### config.mk
export PLATFORM = sky130hd
export DESIGN_NAME = sc_job_sequencer
export DESIGN_NICKNAME = d
export VERILOG_FILES = /design/src/rtl/sc_job_sequencer.sv
export SDC_FILE = /design/constraint.sdc
export NUM_CORES = 1
export LEC_CHECK = 0
export BUFFER_PORTS_ARGS = -buffer_cell sky130_fd_sc_hd__buf_2
export CAP_MARGIN = 5
export CORE_AREA = 10 10 480 482
export DETAILED_ROUTE_END_ITERATION = 8
export DIE_AREA = 0 0 490 492
export SETUP_SLACK_MARGIN = 0.4
export SLEW_MARGIN = 40
export SYNTH_ARGS = -nofsm -noshare
export SYNTH_HDL_FRONTEND = slang
export SYNTH_SLANG_ARGS = --single-unit
### constraint.sdc
create_clock -name clk -period 8.65 [get_ports clk]
set_input_delay 0.4325 -clock clk [delete_from_list [all_inputs] [get_ports clk]]
set_output_delay 0.4325 -clock clk [all_outputs]
set_load 0.005 [all_outputs]
### src/rtl/sc_job_sequencer.sv
// Multi-job sequencer: queues descriptors, runs each job through fetch -> sort -> return
// (or fetch -> return in copy mode), and reports per-job status through a completion FIFO.
module sc_job_sequencer #(
    parameter int ADDR_WIDTH     = 64,
    parameter int DATA_WIDTH     = 1024,
    parameter int PASID_WIDTH    = 9,
    parameter int BEAT_WIDTH     = 6,
    parameter int JOBID_WIDTH    = 16,
    parameter int RETURN_WIDTH   = 64,
    parameter int DESC_DEPTH     = 4,
    parameter int CPL_DEPTH      = 4,
    parameter int TIMEOUT_CYCLES = 65535
) (
    input  logic                    clk,
    input  logic                    rst_n,
    input  logic                    engine_start,
    output logic                    engine_ready,
    input  logic [DATA_WIDTH-1:0]   engine_data,
    output logic                    complete_ready,
    input  logic                    complete_accept,
    output logic [RETURN_WIDTH-1:0] complete_data,
    output logic                    fetch_start,
    output logic                    sort_start,
    output logic                    return_start,
    input  logic                    fetch_done,
    input  logic                    sort_done,
    input  logic                    return_done,
    output logic [ADDR_WIDTH-1:0]   fetch_start_addr,
    output logic [ADDR_WIDTH-1:0]   return_start_addr,
    output logic [PASID_WIDTH-1:0]  fetch_pasid,
    output logic [PASID_WIDTH-1:0]  return_pasid,
    output logic [BEAT_WIDTH-1:0]   fetch_beat_num,
    output logic [BEAT_WIDTH-1:0]   return_beat_num,
    output logic                    bypass_sel,
    output logic                    busy,
    output logic                    engine_error
);
    localparam int DESC_W = 2*ADDR_WIDTH + BEAT_WIDTH + PASID_WIDTH + JOBID_WIDTH + 1;
    localparam int RA_LSB = ADDR_WIDTH;
    localparam int BN_LSB = 2*ADDR_WIDTH;
    localparam int PA_LSB = BN_LSB + BEAT_WIDTH;
    localparam int ID_LSB = PA_LSB + PASID_WIDTH;
    localparam int BY_LSB = ID_LSB + JOBID_WIDTH;
    localparam int DAW    = $clog2(DESC_DEPTH);
    localparam int CAW    = $clog2(CPL_DEPTH);
    localparam int PCW    = (TIMEOUT_CYCLES > 1) ? $clog2(TIMEOUT_CYCLES + 1) : 1;
    localparam logic [PCW-1:0] PHASE_LAST = PCW'((TIMEOUT_CYCLES > 0) ? TIMEOUT_CYCLES - 1 : 0);
    localparam logic [1:0] ST_OK = 2'd0, ST_TIMEOUT = 2'd1, ST_BADLEN = 2'd2;

    typedef enum logic [2:0] {IDLE = 3'd0, FETCH = 3'd1, SORT = 3'd2, RETURN = 3'd3, CPL = 3'd4} state_t;

    state_t                  state, state_next;
    logic [1:0]              status, status_next;
    logic [PCW-1:0]          phase_cnt;
    logic [31:0]             cyc_cnt;
    logic [ADDR_WIDTH-1:0]   job_faddr, job_raddr;
    logic [BEAT_WIDTH-1:0]   job_beats;
    logic [PASID_WIDTH-1:0]  job_pasid;
    logic [JOBID_WIDTH-1:0]  job_id;
    logic                    job_bypass;
    logic                    timeout_hit, in_phase;

    // Handshakes: a transfer happens on a cycle where valid and ready are both high
    // (engine_start/engine_ready for descriptors, complete_ready/complete_accept for completions).
    logic [DESC_W-1:0]       desc_mem [DESC_DEPTH];
    logic [DAW:0]            desc_wr_ptr, desc_rd_ptr;
    logic [DESC_W-1:0]       desc_head;
    logic                    desc_empty, desc_full, desc_push, desc_pop, init_done;
    logic                    unused_data_bits;

    assign desc_empty   = (desc_wr_ptr == desc_rd_ptr);
    assign desc_full    = (desc_wr_ptr[DAW] != desc_rd_ptr[DAW]) &&
                          (desc_wr_ptr[DAW-1:0] == desc_rd_ptr[DAW-1:0]);
    assign engine_ready = init_done && !desc_full;
    assign desc_push    = engine_start && engine_ready;
    assign desc_pop     = (state == IDLE) && !desc_empty;
    assign desc_head    = desc_mem[desc_rd_ptr[DAW-1:0]];
    assign unused_data_bits = ^engine_data;

    always_ff @(posedge clk or negedge rst_n) begin
        if (!rst_n) begin
            desc_wr_ptr <= '0;
            desc_rd_ptr <= '0;
            init_done   <= 1'b0;
        end else begin
            init_done <= 1'b1;
            if (desc_push) desc_wr_ptr <= desc_wr_ptr + 1'b1;
            if (desc_pop)  desc_rd_ptr <= desc_rd_ptr + 1'b1;
        end
    end

    always_ff @(posedge clk) begin
        if (desc_push) desc_mem[desc_wr_ptr[DAW-1:0]] <= engine_data[DESC_W-1:0];
    end

    // Completion FIFO
    logic [RETURN_WIDTH-1:0] cpl_mem [CPL_DEPTH];
    logic [CAW:0]            cpl_wr_ptr, cpl_rd_ptr;
    logic [RETURN_WIDTH-1:0] cpl_word;
    logic                    cpl_empty, cpl_full, cpl_push, cpl_pop;

    assign cpl_empty      = (cpl_wr_ptr == cpl_rd_ptr);
    assign cpl_full       = (cpl_wr_ptr[CAW] != cpl_rd_ptr[CAW]) &&
                            (cpl_wr_ptr[CAW-1:0] == cpl_rd_ptr[CAW-1:0]);
    assign cpl_push       = (state == CPL) && !cpl_full;
    assign complete_ready = !cpl_empty;
    assign cpl_pop        = complete_ready && complete_accept;
    assign complete_data  = cpl_empty ? '0 : cpl_mem[cpl_rd_ptr[CAW-1:0]];

    always_comb begin
        cpl_word = '0;
        cpl_word[JOBID_WIDTH-1:0]       = job_id;
        cpl_word[JOBID_WIDTH +: 2]      = status;
        cpl_word[RETURN_WIDTH-1 -: 32]  = cyc_cnt;
    end

    always_ff @(posedge clk or negedge rst_n) begin
        if (!rst_n) begin
            cpl_wr_ptr <= '0;
            cpl_rd_ptr <= '0;
        end else begin
            if (cpl_push) cpl_wr_ptr <= cpl_wr_ptr + 1'b1;
            if (cpl_pop)  cpl_rd_ptr <= cpl_rd_ptr + 1'b1;
        end
    end

    always_ff @(posedge clk) begin
        if (cpl_push) cpl_mem[cpl_wr_ptr[CAW-1:0]] <= cpl_word;
    end

    // Timeout fires on the last allowed cycle of a phase; done is checked first so it wins.
    assign timeout_hit = (TIMEOUT_CYCLES != 0) && (phase_cnt == PHASE_LAST);
    assign in_phase    = (state == FETCH) || (state == SORT) || (state == RETURN);

    always_comb begin
        state_next  = state;
        status_next = status;
        case (state)
            IDLE: begin
                if (!desc_empty) begin
                    if (desc_head[BN_LSB +: BEAT_WIDTH] == '0) begin
                        state_next  = CPL;
                        status_next = ST_BADLEN;
                    end else begin
                        state_next  = FETCH;
                        status_next = ST_OK;
                    end
                end
            end
            FETCH: begin
                if (fetch_done)       state_next = job_bypass ? RETURN : SORT;
                else if (timeout_hit) begin state_next = CPL; status_next = ST_TIMEOUT; end
            end
            SORT: begin
                if (sort_done)        state_next = RETURN;
                else if (timeout_hit) begin state_next = CPL; status_next = ST_TIMEOUT; end
            end
            RETURN: begin
                if (return_done)      begin state_next = CPL; status_next = ST_OK; end
                else if (timeout_hit) begin state_next = CPL; status_next = ST_TIMEOUT; end
            end
            CPL: begin
                if (!cpl_full) state_next = IDLE;
            end
            default: state_next = IDLE;
        endcase
    end

    always_ff @(posedge clk or negedge rst_n) begin
        if (!rst_n) begin
            state        <= IDLE;
            status       <= ST_OK;
            phase_cnt    <= '0;
            cyc_cnt      <= '0;
            job_faddr    <= '0;
            job_raddr    <= '0;
            job_beats    <= '0;
            job_pasid    <= '0;
            job_id       <= '0;
            job_bypass   <= 1'b0;
            engine_error <= 1'b0;
        end else begin
            state  <= state_next;
            status <= status_next;
            if (state_next != state)  phase_cnt <= '0;
            else if (phase_cnt != '1) phase_cnt <= phase_cnt + PCW'(1);
            if (desc_pop) begin
                job_faddr  <= desc_head[0 +: ADDR_WIDTH];
                job_raddr  <= desc_head[RA_LSB +: ADDR_WIDTH];
                job_beats  <= desc_head[BN_LSB +: BEAT_WIDTH];
                job_pasid  <= desc_head[PA_LSB +: PASID_WIDTH];
                job_id     <= desc_head[ID_LSB +: JOBID_WIDTH];
                job_bypass <= desc_head[BY_LSB];
                cyc_cnt    <= '0;
            end else if (in_phase && cyc_cnt != 32'hFFFF_FFFF) begin
                cyc_cnt <= cyc_cnt + 32'd1;
            end
            if (cpl_push && status != ST_OK) engine_error <= 1'b1;
        end
    end

    // Start pulses mark the first cycle of each phase (phase counter saturates, never wraps).
    assign busy              = (state != IDLE);
    assign fetch_start       = (state == FETCH)  && (phase_cnt == '0);
    assign sort_start        = (state == SORT)   && (phase_cnt == '0);
    assign return_start      = (state == RETURN) && (phase_cnt == '0);
    assign fetch_start_addr  = job_faddr;
    assign return_start_addr = job_raddr;
    assign fetch_pasid       = job_pasid;
    assign return_pasid      = job_pasid;
    assign fetch_beat_num    = job_beats;
    assign return_beat_num   = job_beats;
    assign bypass_sel        = job_bypass;
endmodule

==> results of run 1 <==
[per-layer routing]
layer,vias to the layer above,track usage [%],part of all wire (%)
met5,-,0,0.043
met4,8,3.177,3.6
met3,200,2.686,6.2
li1,9835,-,-
met1,11355,10.70,41
met2,553,15.02,49
[final cells by class]
class,instances,area share (%)
Clock buffer,164,6.177
Inverter,13,0.09425
Multi-Input combinational cell,1088,17.65
Tap cell,2975,7.190
Clock inverter,50,1.167
Antenna cell,12,0.05800
Timing Repair Buffer,580,7.944
Sequential cell,1067,59.72
[synthesized netlist by cell type (5+ instances only)]
cell type	n	share of area, %
sky130_fd_sc_hd__edfxtp_1	840	62
sky130_fd_sc_hd__nor2_1	35	0.32
sky130_fd_sc_hd__and3_1	11	0.17
sky130_fd_sc_hd__dfrtp_1	227	14
sky130_fd_sc_hd__xnor2_1	16	0.34
sky130_fd_sc_hd__o21ai_0	20	0.25
sky130_fd_sc_hd__nand4_1	15	0.23
sky130_fd_sc_hd__mux4_2	210	12
sky130_fd_sc_hd__buf_4	31	0.57
sky130_fd_sc_hd__clkbuf_1	58	0.54
sky130_fd_sc_hd__o211ai_1	6	0.11
sky130_fd_sc_hd__or3_1	11	0.17
sky130_fd_sc_hd__ha_1	14	0.43
sky130_fd_sc_hd__a211oi_1	6	0.11
sky130_fd_sc_hd__xor2_1	7	0.15
sky130_fd_sc_hd__a21oi_1	28	0.34
sky130_fd_sc_hd__inv_1	13	0.12
sky130_fd_sc_hd__buf_2	26	0.32
sky130_fd_sc_hd__a31oi_1	5	0.077
sky130_fd_sc_hd__nand2b_1	7	0.11
sky130_fd_sc_hd__nor3_1	16	0.20
sky130_fd_sc_hd__nand2_1	520	4.8
sky130_fd_sc_hd__o31ai_1	13	0.24
sky130_fd_sc_hd__and2_1	55	0.85
sky130_fd_sc_hd__or4_1	10	0.18
sky130_fd_sc_hd__buf_1	10	0.092
sky130_fd_sc_hd__nand3_1	17	0.21
[registers in the layout (all words and copies together), names as in the netlist, 6 cells and up]
name	cells
fetch_pasid	9
cpl_mem	200
return_start_addr	64
cyc_cnt	32
fetch_beat_num	6
job_id	16
desc_mem	640
fetch_start_addr	64
phase_cnt	16
[critical path, cell delays in order (launching register included)]
cell and delay [ns]:
sky130_fd_sc_hd__dfrtp_4 0.61, sky130_fd_sc_hd__buf_12 0.35, sky130_fd_sc_hd__buf_16 0.30, sky130_fd_sc_hd__buf_4 0.63
sky130_fd_sc_hd__buf_6 0.58, sky130_fd_sc_hd__mux4_2 0.64, sky130_fd_sc_hd__nand2_1 0.10, sky130_fd_sc_hd__nand2_1 0.05
[worst max path at each step]
stage	start	cells after the start	slack, ns	to
3_5_place_dp	desc_rd_ptr[0]	6	4.91	fetch_start_addr[49]
2_1_floorplan	desc_rd_ptr[1]	5	3.00	desc_mem[3][0]
4_1_cts	desc_rd_ptr[0]	6	4.89	fetch_start_addr[49]
3_3_place_gp	desc_rd_ptr[1]	5	4.35	desc_mem[0][156]
5_1_grt	desc_rd_ptr[0]	7	4.62	fetch_start_addr[49]
6_report	desc_rd_ptr[0]	7	5.00	fetch_start_addr[49]
[cells by family (layout without fill, tap and decap cells)]
| kind of cell | count (synthesis) | after routing |
|---|---|---|
| flops | 1067 | 1067 |
| simple gates | 727 | 727 |
| mux | 217 | 217 |
| buf+inv | 142 | 807 |
| compound gates | 92 | 92 |
| xor+xnor | 23 | 23 |
| fa+ha+maj | 14 | 14 |
| other cells | 2 | 27 |
[report_power, final]
group	total, uW	switching, uW	internal (uW)
logic	4810	2850	1950
registers	6920	477	6440
clock network	4860	2090	2770
total	16600	5420	11200
[placed cells by master (no fill, tap or decap), drive strengths merged, types with 5 or more instances in the layout]
cell type,n
a21oi,28
or4,11
nand2b,7
conb,15
mux4,210
xnor2,16
nor2,36
bufinv,6
nor4,7
inv,15
nand3,18
or3,11
and2,55
edfxtp,840
o31ai,15
dlygate4sd3,162
buf,418
and3,11
a211oi,6
nand4,18
o21ai,20
o211ai,6
nand2,521
xor2,7
a31oi,5
ha,14
clkinvlp,7
nor3,18
dfrtp,227
clkbuf,164
diode,12
clkinv,35
[through the flow]
step	power (uW)	cell area (um2)
2_1_floorplan	9849	40700
4_1_cts	16970	51630
3_5_place_dp	11950	46210
3_3_place_gp	11860	46020
6_report	16590	51770
5_1_grt	17590	51770
==> impl_metrics.tcl, run 1 <==
set metrics [dict create \
    worst_pin_slew_ns 0.8107 \
    cts-htree-levels 3 \
    final.hold.worst_slack_ns 0.08800 \
    floorplan.die_area_um2 241100 \
    synth_top_family_by_area "multiplexers" \
    worst_ep_arrival_time_ns 4.30 \
    filler_cell_count 22825 \
    grt_start_max_net_pins 107 \
    outcome "finished, final reports clean" \
    dpl.cell_count 5557 \
    cts-buffers-inserted 112 \
    wirelength_um 110200 \
    worst-endpoint-required_ns 9.30 \
    path_clk_slew_ns 0.06 \
    syn-cell-area_um2 40650 \
    cts_root_buffer "sky130_fd_sc_hd__clkbuf_16" \
    global_route.usage.total_pct 8.893 \
    layoutNonFillerInstCount 5949 \
    max_cap_viol_count 0 \
    hold-path-endpoint "cpl_rd_ptr[0]" \
    die_y_extent_um 492 \
    dominantRegCellSynth "sky130_fd_sc_hd__edfxtp_1" \
    number_of_enable_flip_flop_cells_after_synthesis 840 \
    fin_skew_ns 0.08996 \
    antenna_violating_nets_post_route 0 \
    critical_path.endpoint_type "flip-flop" \
    crit_type "reg -> reg" \
    core_um2 221000 \
    worst-r2r-cell-count 7 \
    cts.sink_count 1067 \
    synth_cells 2284 \
    dr_total_vias 21951 \
    power_density_nw_per_um2 320.4 \
    min_delay_path_depth 3 \
    gp_congestion 0.7083 \
    seq_area_frac_synth_pct 76.02 \
    combined_area_of_the_multi_input_logic_cells_um2 9140 \
    count_of_synthesis_stage_warnings_from_yosys 0 \
    hold_start "complete_accept" \
    synth-simple-area-share_pct 7.971 \
    fmax_mhz 274.2 \
    worst_slack_ns 5.003 \
    period_share_pct 42.16 \
    rsz0062_at_grt "false" \
    buffer_count_from_post_cts_setup_fixing 0 \
    die-width_um 490 \
    antenna_violations_before_repair 30 \
    synth.distinct_cells 61 \
    vdd_ir_drop_max_v 0.0002210 \
    detail_route.vias_per_cell 3.690 \
    hold_viol_final 0 \
    clk_path_buf_depth 3 \
    global_route.overflow_total 0 \
    number_of_global_route_vias_before_repair 23386 \
    ys_async_sr_fraction_pct 21.27 \
    seq_area_um2 30920 \
    startpoint_type "flip-flop" \
    crit_path_max_fanout 42 \
    min-delay-path-class "in -> reg" \
    drt_pre_antenna_iters 7 \
    fin_tns_setup_ns 0 \
    syn_area_per_cell_um2 17.80 \
    regToRegEndpoint "fetch_start_addr[49]" \
    design.portCount 1261 \
    synth-seq-cells 1067 \
    syn2layout_area_growth_pct 27.35 \
    cts_tree "done" \
    final_net_count 3907 \
    detail_route.iter0.violations 1360 \
    maxSlewHeadroom_pct 45.95 \
    clkLatencyLatePin_ns 0.78 \
    number_of_buffers_inserted_by_port_buffering 382 \
    effective_utilization_at_floorplan_pct 18.40 \
    reg2reg_slack_ns 5.00 \
    synth_fa_ha_area_share_pct 0.4309 \
    fin_crit_ns 3.647 \
    ctsResizeCount 0 \
    synth_compound_gate_area_share_pct 1.508 \
    slew_viol_final 0 \
    drcViolationCount 0 \
    setup_viol 0 \
    grt_pass1_wl_um 161600 \
    placement.setup.worst_slack_ns 4.908 \
    synth_mux_area_share_pct 11.82 \
    power.static_leakage_uw 0.01865 \
    cts_hold_repair.buffers 162 \
    wl_per_cell_um 18.52 \
    proportion_of_layout_cells_with_a_drive_suffix_above_1_pct 28.22 \
    rows 173 \
    worstReg2RegStart "desc_rd_ptr[0]" \
    utilization_after_layout_pct 23.43 \
    synthXorXnorAreaFrac_pct 0.4955 \
    dpl.hpwl_um 68720 \
]
(Power assumes the default switching activity.)
==> inputs of run 2 (changes only) <==
==> constraint.sdc (replaced) <==
create_clock -name clk -period 3 [get_ports clk]
set_input_delay 0.15 -clock clk [delete_from_list [all_inputs] [get_ports clk]]
set_output_delay 0.15 -clock clk [all_outputs]
set_load 0.005 [all_outputs]
==> run 2 against run 1 <==
  * Register-to-register slack lost 4.5 ns
  * Clock skew down 0.049 ns
  * Clock power increased to 2.9 times the previous value
  * Sequential share of layout area fell by 1.4 points
==> impl_metrics.tcl, run 2 (synthesis results as in run 1) <==
set metrics [dict create \
    rows 173 \
    die-width_um 490 \
    worstReg2RegStart "desc_rd_ptr[0]" \
    cts-buffers-inserted 113 \
    cell_internal_pwr_uw 33580 \
    max_cap_viol_count 0 \
    layout.cells.most_common_list "sky130_fd_sc_hd__edfxtp_1 (840), sky130_fd_sc_hd__nand2_1 (520), sky130_fd_sc_hd__buf_2 (368), sky130_fd_sc_hd__dfrtp_1 (223), sky130_fd_sc_hd__mux4_2 (210)" \
    detail_route.iter0.violations 1493 \
    routed-wl-met2_um 56570 \
    drt_pre_antenna_iters 5 \
    final.hold.worst_slack_ns 0.08219 \
    antenna_violations_before_repair 34 \
    worst-r2r-cell-count 4 \
    vdd_ir_drop_max_v 0.0007602 \
    critical_path.endpoint_type "output pin" \
    antenna_violating_nets_post_route 0 \
    seq_power_share_pct 40.3 \
    wl_per_cell_um 18.54 \
    maxUsedRoutingLayer "met5" \
    maxSlewHeadroom_pct 47.06 \
    fmax_mhz 386.0 \
    outcome "finished, final reports clean" \
    largest_register_ffs 640 \
    crit_type "reg -> out" \
    rsz0062_at_grt "true" \
    gp_congestion 0.7404 \
    cts-htree-levels 3 \
    fin_crit_ns 2.591 \
    effective_utilization_at_floorplan_pct 18.40 \
    die_y_extent_um 492 \
    critical_path.endpoint "complete_data[1]" \
    worst_pin_slew_ns 0.7942 \
    power.switching_fraction_pct 32.28 \
    startpoint "cpl_rd_ptr[0]" \
    power_density_nw_per_um2 934.9 \
    global_route.overflow_total 0 \
    min-delay-path-class "in -> async" \
    path_clk_slew_ns 0.06 \
    startpoint_type "flip-flop" \
    worst_ep_arrival_time_ns 2.44 \
    detailroute.wirelength.met3_um 7243 \
    detail_route.vias_per_cell 3.712 \
    period_share_pct 86.36 \
    drcViolationCount 0 \
    power.static_leakage_uw 0.01929 \
    number_of_global_route_vias_before_repair 23870 \
    worst-endpoint-required_ns 2.85 \
    cts.sink_count 1067 \
    core_um2 221000 \
    crit_path_max_fanout 7 \
    clock_network_fraction_of_design_power_pct 28.3 \
    clkLatencyLatePin_ns 0.74 \
    dpl.hpwl_um 70740 \
    global_route.usage.total_pct 9.014 \
    grt_start_max_net_pins 105 \
    setup_viol 0 \
    comb_power_share_pct 31.4 \
    hold_viol_final 0 \
    cts_tree "done" \
    fin_skew_ns 0.04132 \
    grt_pass1_wl_um 164200 \
    number_of_buffers_inserted_by_port_buffering 382 \
    final_net_count 3983 \
    fin_tns_setup_ns 0 \
    floorplan.die_area_um2 241100 \
    regToRegEndpoint "state[0]" \
    most_common_library_cell_in_the_layout_ignoring_fill_and_taps "sky130_fd_sc_hd__edfxtp_1" \
    reg2reg_slack_ns 0.55 \
    design.portCount 1261 \
    slew_viol_final 0 \
    wirelength_um 111800 \
    wirelength_met1_um 44400 \
    syn2layout_area_growth_pct 30.48 \
    p_switching_uw 16010 \
    proportion_of_layout_cells_with_a_drive_suffix_above_1_pct 30.67 \
    dr_total_vias 22400 \
    cts_root_buffer "sky130_fd_sc_hd__clkbuf_16" \
    clk_path_buf_depth 3 \
]
==> run 2: layout make-up <==
type / instances / area, um2
sequential: 1067 / 30920
inverter: 13 / 48.80
clock inverter: 58 / 623.1
multi-input combinational: 1088 / 9284
antenna: 20 / 50.05
tap: 2975 / 3722
clock buffer: 158 / 3129
fill: 22739 / 168000
timing repair buffer: 655 / 5273
==> run 2: worst min-delay path by stage <==
stage | startpoint | to | slack (ns) | depth (start not counted)
final | rst_n | return_start_addr[37] | 0.08 | 3
after global routing | rst_n | phase_cnt[12] | 0.07 | 3
after CTS | rst_n | phase_cnt[14] | 0.04 | 3
after detailed placement | rst_n | return_start_addr[37] | 0.13 | 1
after global placement | rst_n | return_start_addr[37] | 0.13 | 1
after floorplan | rst_n | bypass_sel | -0.15 | 0
==> run 2: power by group through the flow <==
| stage | clock network [uW] | logic [uW] | registers [uW] |
|---|---|---|---|
| after floorplan | 0 | 8550 | 19800 |
| after global placement | 0 | 14400 | 20200 |
| after detailed placement | 0 | 14400 | 20300 |
| after CTS | 14500 | 15900 | 20000 |
| after global routing | 15100 | 17300 | 20200 |
| final | 14000 | 15600 | 20000 |
==> run 2: worst max-delay path: stages, from the launching register on <==
cell	delay (ns)
sky130_fd_sc_hd__dfrtp_4	0.54
sky130_fd_sc_hd__buf_12	0.16
sky130_fd_sc_hd__buf_16	0.14
sky130_fd_sc_hd__mux4_2	0.55
sky130_fd_sc_hd__and2_4	0.19
sky130_fd_sc_hd__buf_6	0.11
==> run 2: timing repair <==
item,in CTS,in global routing
pin swaps,39,5
setup endpoints to repair,55,103
endpoints found under the hold margin,881,0
gates resized for setup,48,17
gates cloned,8,2
hold buffers,170,0
buffers inserted,14,9
==> run 2: stage by stage <==
step / instances / setup slack (ns) / area [um2] / total power [uW] / utilization (%)
after floorplan: 2297 / 0.3076 / 40780 / 28330 / -
after global placement: 5595 / 0.2555 / 46750 / 34560 / 21.15
after detailed placement: 5595 / 0.2789 / 46760 / 34710 / 21.16
after CTS: 6003 / 0.2666 / 52790 / 50440 / 23.89
after global routing: 6030 / 0.2637 / 53040 / 52600 / 24.00
final: 6034 / 0.4092 / 53050 / 49590 / 24.00
==> run 2: layer usage <==
layer  vias to the layer above  global-route usage (%)
met2                       574                   15.54
met3                       176                   2.702
met4                        18                   3.220
li1                      10027                       -
met5                         -                       0
met1                     11605                   10.60
